File: src/rtl/vblank_update_scheduler.sv
// rtl/vblank_update_scheduler.sv - vertical-blanking update scheduler for per-frame object engines
// Grants enabled engines one at a time inside the blanking window and aborts any window still open at frame end.
module vblank_update_scheduler #(
  parameter int N_OBJ     = 8,
  parameter int DISPLAY_H = 1920,
  parameter int TOTAL_H   = 2200,
  parameter int DISPLAY_V = 1080,
  parameter int TOTAL_V   = 1125,
  parameter int TIMEOUT   = 4095
) (
  input  logic             clk1485,
  input  logic             rst,
  input  logic [13:0]      x,
  input  logic [13:0]      y,
  input  logic             enable,
  input  logic [N_OBJ-1:0] obj_en,
  output logic [N_OBJ-1:0] upd_req,
  input  logic [N_OBJ-1:0] upd_done,
  output logic             frame_tick,
  output logic             busy,
  output logic             overrun,
  output logic             timeout_err,
  input  logic             clr_err,
  output logic [15:0]      frame_count
);

  localparam int IW = (N_OBJ > 1) ? $clog2(N_OBJ) : 1;
  localparam int TW = $clog2(TIMEOUT + 1);
  localparam logic [TW-1:0] TMAX = TW'(TIMEOUT);
  // A degenerate raster with no blanking region never opens a window.
  localparam bit CFG_OK = (DISPLAY_H < TOTAL_H) && (DISPLAY_V < TOTAL_V);

  typedef enum logic [1:0] {IDLE, GRANT, GAP} state_t;

  state_t           state, state_n;
  logic [N_OBJ-1:0] mask, mask_n;
  logic [IW-1:0]    idx, idx_n;
  logic [TW-1:0]    tcnt, tcnt_n;
  logic [N_OBJ-1:0] req_n;
  logic             tick_n, busy_n, ovr_n, terr_n;
  logic [15:0]      fc_n;
  logic             trigger, deadline;
  logic [IW-1:0]    first_en, first_rem;

  function automatic logic [IW-1:0] lowest(input logic [N_OBJ-1:0] m);
    lowest = '0;
    for (int i = N_OBJ - 1; i >= 0; i--) begin
      if (m[i]) lowest = IW'(i);
    end
  endfunction

  assign trigger   = CFG_OK && enable && (x == 14'd0) && (y == 14'(DISPLAY_V));
  assign deadline  = (x == 14'(TOTAL_H - 1)) && (y == 14'(TOTAL_V - 1));
  assign first_en  = lowest(obj_en);
  assign first_rem = lowest(mask);

  always_ff @(posedge clk1485) begin
    if (rst) begin
      state       <= IDLE;
      mask        <= '0;
      idx         <= '0;
      tcnt        <= '0;
      upd_req     <= '0;
      frame_tick  <= 1'b0;
      busy        <= 1'b0;
      overrun     <= 1'b0;
      timeout_err <= 1'b0;
      frame_count <= 16'd0;
    end else begin
      state       <= state_n;
      mask        <= mask_n;
      idx         <= idx_n;
      tcnt        <= tcnt_n;
      upd_req     <= req_n;
      frame_tick  <= tick_n;
      busy        <= busy_n;
      overrun     <= ovr_n;
      timeout_err <= terr_n;
      frame_count <= fc_n;
    end
  end

  always_comb begin
    state_n = state;
    mask_n  = mask;
    idx_n   = idx;
    tcnt_n  = tcnt;
    req_n   = '0;
    tick_n  = 1'b0;
    ovr_n   = overrun & ~clr_err;
    terr_n  = timeout_err & ~clr_err;
    fc_n    = frame_count;

    case (state)
      IDLE: begin
        if (trigger) begin
          mask_n = obj_en;
          tcnt_n = '0;
          tick_n = 1'b1;
          if (|obj_en) begin
            state_n = GRANT;
            idx_n   = first_en;
            req_n   = N_OBJ'(1) << first_en;
          end else begin
            state_n = GAP;
          end
        end
      end
      GRANT: begin
        req_n = upd_req;
        if (upd_done[idx] || tcnt == TMAX) begin
          if (!upd_done[idx]) terr_n = 1'b1;
          mask_n[idx] = 1'b0;
          req_n       = '0;
          state_n     = GAP;
        end else begin
          tcnt_n = tcnt + 1'b1;
        end
      end
      GAP: begin
        tcnt_n = '0;
        if (|mask) begin
          state_n = GRANT;
          idx_n   = first_rem;
          req_n   = N_OBJ'(1) << first_rem;
        end else begin
          state_n = IDLE;
          fc_n    = frame_count + 16'd1;
        end
      end
      default: state_n = IDLE;
    endcase

    // Active video is about to resume: drop everything rather than let an update tear the frame.
    if (state != IDLE && deadline) begin
      state_n = IDLE;
      mask_n  = '0;
      req_n   = '0;
      tick_n  = 1'b0;
      ovr_n   = 1'b1;
      fc_n    = frame_count;
    end

    busy_n = (state_n != IDLE);
  end

endmodule

File: config.mk
export PLATFORM = sky130hd
export DESIGN_NAME = vblank_update_scheduler
export DESIGN_NICKNAME = d
export VERILOG_FILES = /design/src/rtl/vblank_update_scheduler.sv
export SDC_FILE = /design/constraint.sdc
export NUM_CORES = 1
export LEC_CHECK = 0
export CAP_MARGIN = 40
export CORE_MARGIN = 2
export CORE_UTILIZATION = 50
export DETAILED_ROUTE_END_ITERATION = 10
export MAX_ROUTING_LAYER = met4
export PLACE_DENSITY = 0.86
export SYNTH_ARGS = -nofsm -noshare
export SYNTH_HDL_FRONTEND = slang
export SYNTH_SLANG_ARGS = --single-unit
File: constraint.sdc
create_clock -name clk1485 -period 3.05 [get_ports clk1485]
set_clock_uncertainty 0.2 [all_clocks]
set_input_delay 0.305 -clock clk1485 [delete_from_list [all_inputs] [get_ports clk1485]]
set_output_delay 0.305 -clock clk1485 [all_outputs]
set_load 0.03 [all_outputs]
==> results.py, run 1 <==
metrics = {
    "grt": {
        "grt-ovfl-total": 0,
        "antenna_found_initial": 0,
        "grt_usage_pct": 23.79,
        "grt_pass1_vias": 2927,
        "grt_first_pass_wirelength_um": 13440,
        "grt_max_degree": 23,
    },
    "run": {
        "max_cap_violations": 0,
    },
    "die": {
        "die_w_um": 83.55,
        "num_rows": 28,
        "io_pins": 76,
        "die_area_mm2": 0.006981,
        "start_util_pct": 52.51,
        "fp.coreArea_mm2": 0.006026,
        "die_y_um": 83.55,
    },
    "yosys": {
        "synthTopCellsByCount": "dfxtp_1 (53), nor2_1 (42), nand2_1 (39), nand3_1 (18)",
        "synth_edf_count": 0,
        "synth_area_mm2": 0.003164,
        "synth_top_area_share_pct": 33.53,
        "ys_top_cells_by_area": "dfxtp_1 (34%), nor2_1 (5.0%), nand2_1 (4.6%), nor4_2 (3.2%), xnor2_1 (3.0%)",
        "ys.flop_type": "dfxtp_1",
        "ys_types": 63,
        "syn_nets": 424,
        "synth_area_leader_cell": "dfxtp_1",
        "async_reset_ff_share_pct": 0,
        "syn_inst": 374,
        "yosysSeqAreaShare_pct": 33.53,
        "yosysMostFrequentCell": "dfxtp_1",
        "synth-seq-cells": 53,
        "ys_warn_count": 0,
        "syn_avg_cell_area_um2": 8.461,
    },
    "timing": {
        "period_minus_slack_ns": 2.572,
        "report.final.hold_viol_count": 0,
        "tightest_slew_ns": 0.6643,
        "max_freq_mhz": 388.8,
        "rsz0062_at_grt": "no",
        "drv_slew": 0,
        "setup_violations": 0,
        "fin_crit_sh_pct": 84.32,
        "postLayoutSetupSlackWorst_ns": 0.4781,
        "tns_ns": 0,
        "relSlewSlack_pct": 55.71,
    },
    "routing": {
        "vias_per_cell": 5.906,
        "drt-wirelength-per-cell_um": 15.12,
        "drc": 0,
        "first_pass_iters": 5,
        "wirelength_um": 8029,
        "drt_first_iter_violations": 246,
        "vias": 3136,
        "ant_nets": 0,
    },
    "setup_path": {
        "r2r_cells": 5,
        "timing.rr.end": "mask[0]$_SDFFE_PP0P_",
        "crit_chain": "mux4_2 > mux2_4 > nor2_1 > a22oi_1 > a221oi_1",
        "crit_type": "flop to flop",
        "crit_slowest_cell": "mux4_2",
        "crit_required_ns": 3.08,
        "crit_start": "idx[0]$_SDFFE_PP0P_",
        "cp_max_fo": 14,
        "cp_slowest_stage_delay_ns": 0.53,
        "cp-end-kind": "flop",
        "arrival_ns": 2.60,
        "cp-start-kind": "flop",
        "regToRegStartpoint": "idx[0]$_SDFFE_PP0P_",
        "ff2ff_setup_slack_ns": 0.48,
    },
    "layout": {
        "fillers": 496,
        "area_delta_synth_final_pct": 31.20,
        "nets": 505,
        "diodes": 0,
        "drive_above_1_share_pct": 11.40,
    },
    "placement": {
        "hpwl_um": 6201,
        "post-place-ws_ns": 0.1573,
        "gp_congestion": 0.9070,
        "portBuffers": 75,
    },
    "clock_tree": {
        "numCtsBuffers": 5,
        "cts_tree": "yes",
        "htreeDepth": 2,
        "clkTransAtPathRegs_ns": 0.11,
        "cts_root_buf": "clkbuf_8",
        "cts_setup_buffers": 0,
        "clock-sinks": 53,
        "cts_max_path_buffers": 2,
        "cts.repair.resized": 0,
        "clkLatencyLatePin_ns": 0.31,
        "cts_hold_buf": 0,
    },
    "hold_path": {
        "min_to": "timeout_err$_SDFF_PP0_",
        "hold_class": "flop to flop",
        "whs_path_depth": 2,
        "min-delay-start": "timeout_err$_SDFF_PP0_",
    },
    "power": {
        "peakVddDrop_mv": 0.2241,
        "cellLeakagePower_nw": 1.398,
        "power_mw": 1.311,
        "power_density_mw_per_mm2": 315.8,
    },
    "status": {
        "status": "finished, final reports clean",
    },
}
state kept, by name (all words and copies together), names as in the netlist:
register,cells
frame_count,16
tcnt,12
mask,8
upd_req,8
idx,3
state,2
busy,1
frame_tick,1
overrun,1
timeout_err,1
power by group:
part / total (mW) / internal [mW] / switching (mW)
clock network: 0.495 / 0.246 / 0.248
logic: 0.125 / 0.0742 / 0.0506
registers: 0.691 / 0.691 / 0.00000000107
total: 1.31 / 1.01 / 0.299
logic make-up (layout without fill, tap and decap cells):
logic type,after synthesis,after routing,share of synthesized area [%]
xor+xnor,13,13,3.598
fa+ha+maj,2,2,0.7907
simple gates,197,197,37.56
buf+inv,31,113,4.508
compound gates,65,65,14.59
mux,13,13,5.417
flops,53,53,33.53
worst max-delay path: cells and delay by family (launching register included):
| kind | cells | cell delay [ns] |
|---|---|---|
| compound gates | 2 | 0.51 |
| flops | 1 | 0.45 |
| mux | 2 | 0.92 |
| simple gates | 1 | 0.40 |
layout by cell type, fill, tap and decap left out, types with 3 or more instances in the layout:
| master | n |
|---|---|
| nand2b_1 | 6 |
| nor2_1 | 42 |
| nand3b_1 | 4 |
| clkdlybuf4s50_1 | 75 |
| inv_1 | 14 |
| o21bai_1 | 3 |
| a311oi_1 | 3 |
| nand4b_1 | 5 |
| a21oi_1 | 15 |
| or4_1 | 4 |
| mux2_1 | 8 |
| xnor2_1 | 11 |
| o21ai_0 | 4 |
| a211oi_1 | 3 |
| nand2_1 | 39 |
| o31a_1 | 3 |
| clkbuf_8 | 5 |
| nor4_2 | 8 |
| nand4_1 | 14 |
| and4_1 | 4 |
| and3_1 | 4 |
| dfxtp_1 | 53 |
| a221oi_1 | 5 |
| nor4_1 | 7 |
| a31oi_1 | 9 |
| nor3_1 | 9 |
| nand3_1 | 18 |
| nor2b_1 | 15 |
| o211ai_1 | 7 |
| buf_4 | 16 |
worst max path at each step:
| stage | end | depth (start not counted) |
|---|---|---|
| detailed placement | idx[1]$_SDFFE_PP0P_ | 6 |
| finish | mask[0]$_SDFFE_PP0P_ | 5 |
| global route | mask[0]$_SDFFE_PP0P_ | 5 |
| CTS | idx[1]$_SDFFE_PP0P_ | 6 |
| floorplan | mask[6]$_SDFFE_PP0P_ | 6 |
| global placement | idx[2]$_SDFFE_PP0P_ | 6 |
layout make-up:
| type | count | area [um2] | share of cell area (%) |
|---|---|---|---|
| flip-flops and latches | 53 | 1061 | 25.56 |
| well taps | 75 | 93.84 | 2.260 |
| inverters | 14 | 52.55 | 1.266 |
| repair buffers | 91 | 870.8 | 20.98 |
| clock inverters | 3 | 43.79 | 1.055 |
| multi-input cells | 290 | 1961 | 47.23 |
| clock buffers | 5 | 68.82 | 1.658 |
layer usage:
layer / GRT usage, % / share of wire, % / up-vias
li1: - / - / 1544
met1: 29.95 / 44 / 1451
met2: 38.05 / 47 / 132
met3: 6.627 / 8.4 / 9
met4: 6.012 / 1.1 / 0
met5: - / 0 / -
through the flow:
| step | utilization (%) | std cells | hold slack [ns] | area [um2] |
|---|---|---|---|---|
| after floorplan | - | 374 | 0.2455 | 3164 |
| after global placement | 67.03 | 523 | 0.2567 | 4039 |
| after detailed placement | 67.03 | 523 | 0.2663 | 4039 |
| after CTS | 68.90 | 531 | 0.2834 | 4151 |
| after global routing | 68.90 | 531 | 0.2996 | 4151 |
| final | 68.90 | 531 | 0.2786 | 4151 |
(Power assumes the default switching activity.)
==> inputs of run 2 (changes only) <==
CORE_UTILIZATION = 45   (was 50)
PLACE_DENSITY = 0.82   (was 0.86)
clock period = 2.34 ns   (was 3.05 ns; I/O delays follow)
==> results.py, run 2 (synthesis gave the netlist of run 1 again) <==
metrics = {
    "timing": {
        "max_freq_mhz": 436.6,
        "fin_crit_sh_pct": 97.87,
        "relSlewSlack_pct": 70.16,
        "holdWs_ns": 0.2726,
        "rsz0062_at_grt": "yes",
        "drv_slew": 0,
        "tightest_slew_ns": 0.4476,
        "period_minus_slack_ns": 2.290,
        "setup_violations": 0,
        "tns_ns": 0,
        "report.final.hold_viol_count": 0,
    },
    "run": {
        "max_cap_violations": 0,
    },
    "clock_tree": {
        "clkTransAtPathRegs_ns": 0.10,
        "clkLatencyLatePin_ns": 0.30,
        "numCtsBuffers": 5,
        "cts_root_buf": "clkbuf_8",
        "clock-sinks": 53,
        "cts_tree": "yes",
        "cts_max_path_buffers": 2,
        "htreeDepth": 2,
        "cts_hold_buf": 0,
        "cts_setup_buffers": 0,
    },
    "setup_path": {
        "cp-end-kind": "flop",
        "ff2ff_setup_slack_ns": 0.09,
        "r2r_cells": 6,
        "cp-start-kind": "input pin",
        "regToRegStartpoint": "idx[0]$_SDFFE_PP0P_",
        "crit_type": "input pin to flop",
        "crit_start": "x[0]",
        "arrival_ns": 2.33,
        "timing.rr.end": "tcnt[6]$_SDFFE_PP0P_",
        "cp_max_fo": 4,
        "crit_required_ns": 2.38,
    },
    "layout": {
        "mostFrequentLayoutCells": "clkdlybuf4s50_1 (72), dfxtp_1 (52), buf_4 (43)",
        "drive_above_1_share_pct": 17.94,
        "fin_area_mm2": 0.004453,
        "fillers": 572,
        "area_delta_synth_final_pct": 40.73,
        "layout_commonest_cell": "clkdlybuf4s50_1",
        "top_register": "frame_count",
        "final_cells": 581,
        "nets": 534,
        "top_regs": "frame_count x16, tcnt x12",
        "multi_input_area_mm2": 0.002006,
        "diodes": 0,
        "largest_reg_flops": 16,
        "seqCellArea_mm2": 0.001062,
    },
    "die": {
        "die_area_mm2": 0.007719,
        "num_rows": 30,
        "io_pins": 76,
        "fp.coreArea_mm2": 0.006794,
        "start_util_pct": 46.57,
        "die_y_um": 87.86,
        "die_w_um": 87.86,
    },
    "routing": {
        "ant_nets": 0,
        "vias": 3254,
        "drc": 0,
        "drt_first_iter_violations": 185,
        "first_pass_iters": 4,
        "vias_per_cell": 5.601,
        "wirelength_um": 8764,
        "drt-wirelength-per-cell_um": 15.08,
    },
    "grt": {
        "antenna_found_initial": 0,
        "grt_first_pass_wirelength_um": 14300,
        "grt-ovfl-total": 0,
        "grt_pass1_vias": 3177,
        "grt_usage_pct": 24.12,
        "grt_max_degree": 18,
    },
    "power": {
        "p_switching_uw": 389.7,
        "cellLeakagePower_nw": 1.562,
        "intPower_mw": 1.227,
        "p_seq_share_pct": 55.7,
        "peakVddDrop_mv": 0.3548,
        "power_density_mw_per_mm2": 363.1,
        "p_clk_share_pct": 32.6,
        "p_sw_share_pct": 24.10,
        "p_comb_share_pct": 11.7,
    },
    "placement": {
        "portBuffers": 75,
        "gp_congestion": 0.9585,
        "dpl_cell_area_mm2": 0.004308,
        "hpwl_um": 6896,
        "dp.cells": 573,
    },
    "hold_path": {
        "whs_path_depth": 2,
        "min-delay-start": "upd_req[4]$_SDFFE_PP0P_",
        "min_to": "upd_req[4]$_SDFFE_PP0P_",
        "hold_class": "flop to flop",
    },
    "status": {
        "status": "finished, final reports clean",
    },
}
[run 2: worst max-delay path by stage]
| stage | endpoint | slack (ns) |
|---|---|---|
| floorplan | frame_count[15]$_SDFFE_PP0P_ | 0.18 |
| finish | state[1]$_SDFF_PP0_ | 0.05 |
| global route | state[1]$_SDFF_PP0_ | -0.03 |
| global placement | state[1]$_SDFF_PP0_ | -0.27 |
| detailed placement | state[1]$_SDFF_PP0_ | -0.30 |
| CTS | state[1]$_SDFF_PP0_ | 0.01 |
[run 2: layer usage]
metal	part of all wire [%]	global-route usage [%]	routed length, um	up-vias
met5	0	-	0	-
li1	-	-	-	1607
met1	43	29.47	3769	1529
met3	7.2	4.524	627	11
met4	1.1	5.175	93	0
met2	49	41.39	4273	107
[run 2: cell type report]
| type | instances | share of cell area, % |
|---|---|---|
| Timing Repair Buffer | 120 | 25.18 |
| Tap cell | 96 | 2.697 |
| Clock buffer | 5 | 1.545 |
| Clock inverter | 3 | 0.5058 |
| Sequential cell | 53 | 23.86 |
| Inverter | 14 | 1.180 |
| Multi-Input combinational cell | 290 | 45.04 |
[run 2: metrics by stage]
stage	utilization, %	setup slack, ns	total power [mW]
6_report	65.54	0.04973	1.617
5_1_grt	65.54	-0.02900	1.677
4_1_cts	64.79	0.01271	1.628
3_5_place_dp	63.41	-0.3039	1.109
3_3_place_gp	63.41	-0.2749	1.105
2_1_floorplan	-	0.1781	0.9782
[run 2: timing repair]
| action | in CTS | in global routing |
|---|---|---|
| endpoints found under the setup margin | 1 | 18 |
| gates resized for setup | 1 | 11 |
| endpoints found under the hold margin | 0 | 0 |
| pin swaps | 0 | 3 |
[run 2: worst max-delay path: stages]
cell             delay (ns)
clkdlybuf4s50_1        0.42
or4_4                  0.55
nor4_4                 0.28
buf_4                  0.19
and3_4                 0.18
or3b_1                 0.36
a21boi_1               0.12
[run 2: power by group through the flow]
stage	combinational [mW]	clock [mW]	sequential, mW
3_3_place_gp	0.183	0	0.922
5_1_grt	0.203	0.573	0.902
4_1_cts	0.188	0.540	0.901
2_1_floorplan	0.0560	0	0.922
6_report	0.189	0.526	0.901
3_5_place_dp	0.187	0	0.922
==> inputs of run 3 (changes only) <==
MAX_ROUTING_LAYER = unset   (was met4)
SKIP_CTS_REPAIR_TIMING = 1   (was unset)
==> results.py, run 3 (synthesis gave the netlist of run 1 again) <==
metrics = {
    "status": {
        "status": "finished, final reports clean",
    },
    "timing": {
        "max_freq_mhz": 433.3,
        "period_minus_slack_ns": 2.308,
        "relSlewSlack_pct": 70.78,
        "report.final.hold_viol_count": 0,
        "setup_violations": 0,
        "fin_crit_sh_pct": 98.63,
        "drv_slew": 0,
        "tightest_slew_ns": 0.4383,
        "postLayoutSetupSlackWorst_ns": 0.03212,
    },
    "layout": {
        "layout_commonest_cell": "clkdlybuf4s50_1",
        "final_util_pct": 65.41,
        "top_register": "frame_count",
        "area_delta_synth_final_pct": 40.45,
        "drive_above_1_share_pct": 17.70,
        "diodes": 0,
        "mostFrequentLayoutCells": "clkdlybuf4s50_1 (71), dfxtp_1 (52), buf_4 (43)",
        "nets": 535,
        "fin_area_mm2": 0.004444,
        "largest_reg_flops": 16,
        "top_regs": "frame_count x16, tcnt x12",
    },
    "power": {
        "p_seq_share_pct": 55.4,
        "cellLeakagePower_nw": 1.581,
        "p_clk_share_pct": 33.2,
        "peakVddDrop_mv": 0.2534,
        "intPower_mw": 1.231,
        "p_switching_uw": 397.4,
        "p_sw_share_pct": 24.41,
        "p_comb_share_pct": 11.4,
        "power_density_mw_per_mm2": 366.3,
    },
    "setup_path": {
        "ff2ff_setup_slack_ns": 0.09,
        "cp-end-kind": "flop",
        "crit_chain": "clkdlybuf4s50_1 > or4_4 > nor4_4 > buf_4 > nand4_1 > a221oi_1 > a211oi_1",
        "crit_required_ns": 2.33,
        "critPathBufInv": 2,
        "crit_slowest_cell": "or4_4",
        "cp-start-kind": "input pin",
        "timing.rr.end": "tcnt[10]$_SDFFE_PP0P_",
        "r2r_cells": 6,
        "cp_slowest_stage_delay_ns": 0.55,
        "regToRegStartpoint": "idx[0]$_SDFFE_PP0P_",
        "cp_max_fo": 4,
        "crit_type": "input pin to flop",
        "cp_top_family": "simple AND/OR/NAND/NOR gates",
        "arrival_ns": 2.29,
    },
    "clock_tree": {
        "numCtsBuffers": 5,
        "htreeDepth": 2,
        "cts_max_path_buffers": 2,
        "cts_root_buf": "clkbuf_8",
        "clkTransAtPathRegs_ns": 0.10,
        "cts_tree": "yes",
        "clkLatencyLatePin_ns": 0.31,
        "clock-sinks": 53,
    },
    "routing": {
        "first_pass_iters": 4,
        "drt_first_iter_violations": 195,
        "drt-wirelength-per-cell_um": 15.36,
        "drc": 0,
        "vias_per_cell": 5.565,
        "vias": 3239,
        "wirelength_um": 8938,
        "ant_nets": 0,
    },
    "die": {
        "start_util_pct": 46.57,
        "die_w_um": 87.86,
        "die_area_mm2": 0.007719,
        "io_pins": 76,
        "num_rows": 30,
        "fp.coreArea_mm2": 0.006794,
        "die_y_um": 87.86,
    },
    "placement": {
        "hpwl_um": 6980,
        "portBuffers": 75,
        "dpl_cell_area_mm2": 0.004288,
        "gp_congestion": 0.9444,
        "post-place-ws_ns": -0.3255,
    },
    "grt": {
        "grt_pass1_vias": 3192,
        "antenna_found_initial": 0,
        "grt_first_pass_wirelength_um": 14610,
        "grt_max_degree": 19,
        "grt-ovfl-total": 0,
        "grt_usage_pct": 23.59,
    },
    "hold_path": {
        "hold_class": "flop to flop",
        "min_to": "upd_req[5]$_SDFFE_PP0P_",
        "min-delay-start": "upd_req[5]$_SDFFE_PP0P_",
        "whs_path_depth": 2,
    },
    "run": {
        "max_cap_violations": 0,
    },
}
-- run 3: how the worst max path moves through the flow --
stage | cells past startpoint | endpoint | start | slack (ns)
final | 7 | idx[1]$_SDFFE_PP0P_ | x[0] | 0.03
after global routing | 7 | state[1]$_SDFF_PP0_ | x[0] | -0.01
after CTS | 7 | state[1]$_SDFF_PP0_ | x[7] | -0.0007
after detailed placement | 7 | state[1]$_SDFF_PP0_ | x[7] | -0.33
after global placement | 7 | state[1]$_SDFF_PP0_ | x[7] | -0.26
after floorplan | 6 | frame_count[15]$_SDFFE_PP0P_ | state[1]$_SDFF_PP0_ | 0.18
-- run 3: layout make-up --
| type | instances | area [um2] |
|---|---|---|
| multi-input combinational | 290 | 1996 |
| tap | 96 | 120.1 |
| clock buffer | 5 | 68.82 |
| clock inverter | 3 | 25.02 |
| inverter | 14 | 52.55 |
| fill | 604 | 2350 |
| sequential | 53 | 1062 |
| timing repair buffer | 121 | 1120 |
-- run 3: power groups by stage --
stage,logic [mW],registers [mW],clock network (mW)
final,0.186,0.901,0.541
after global routing,0.199,0.902,0.586
after CTS,0.185,0.901,0.554
after detailed placement,0.185,0.922,0
after global placement,0.180,0.922,0
after floorplan,0.0560,0.922,0
-- run 3: metrics by stage --
stage / hold slack, ns / setup TNS, ns / power (mW) / cells
after floorplan: 0.1745 / 0 / 0.9782 / 374
after global placement: 0.2533 / -7.578 / 1.102 / 572
after detailed placement: 0.2596 / -10.44 / 1.107 / 572
after CTS: 0.2739 / -0.0007421 / 1.641 / 580
after global routing: 0.2983 / -0.01016 / 1.687 / 582
final: 0.2704 / 0 / 1.628 / 582
-- run 3: worst min-delay path: stages (launching register included) --
cell and delay [ns]:
dfxtp_1 0.32, nand2_1 0.05, a31oi_1 0.06
-- run 3: routing by layer --
layer	vias up	GRT usage (%)	share of wire [%]
met5	-	0	0
met4	0	4.476	0.94
met3	10	4.147	5.7
met2	104	42.08	50
met1	1516	30.00	44
li1	1609	-	-
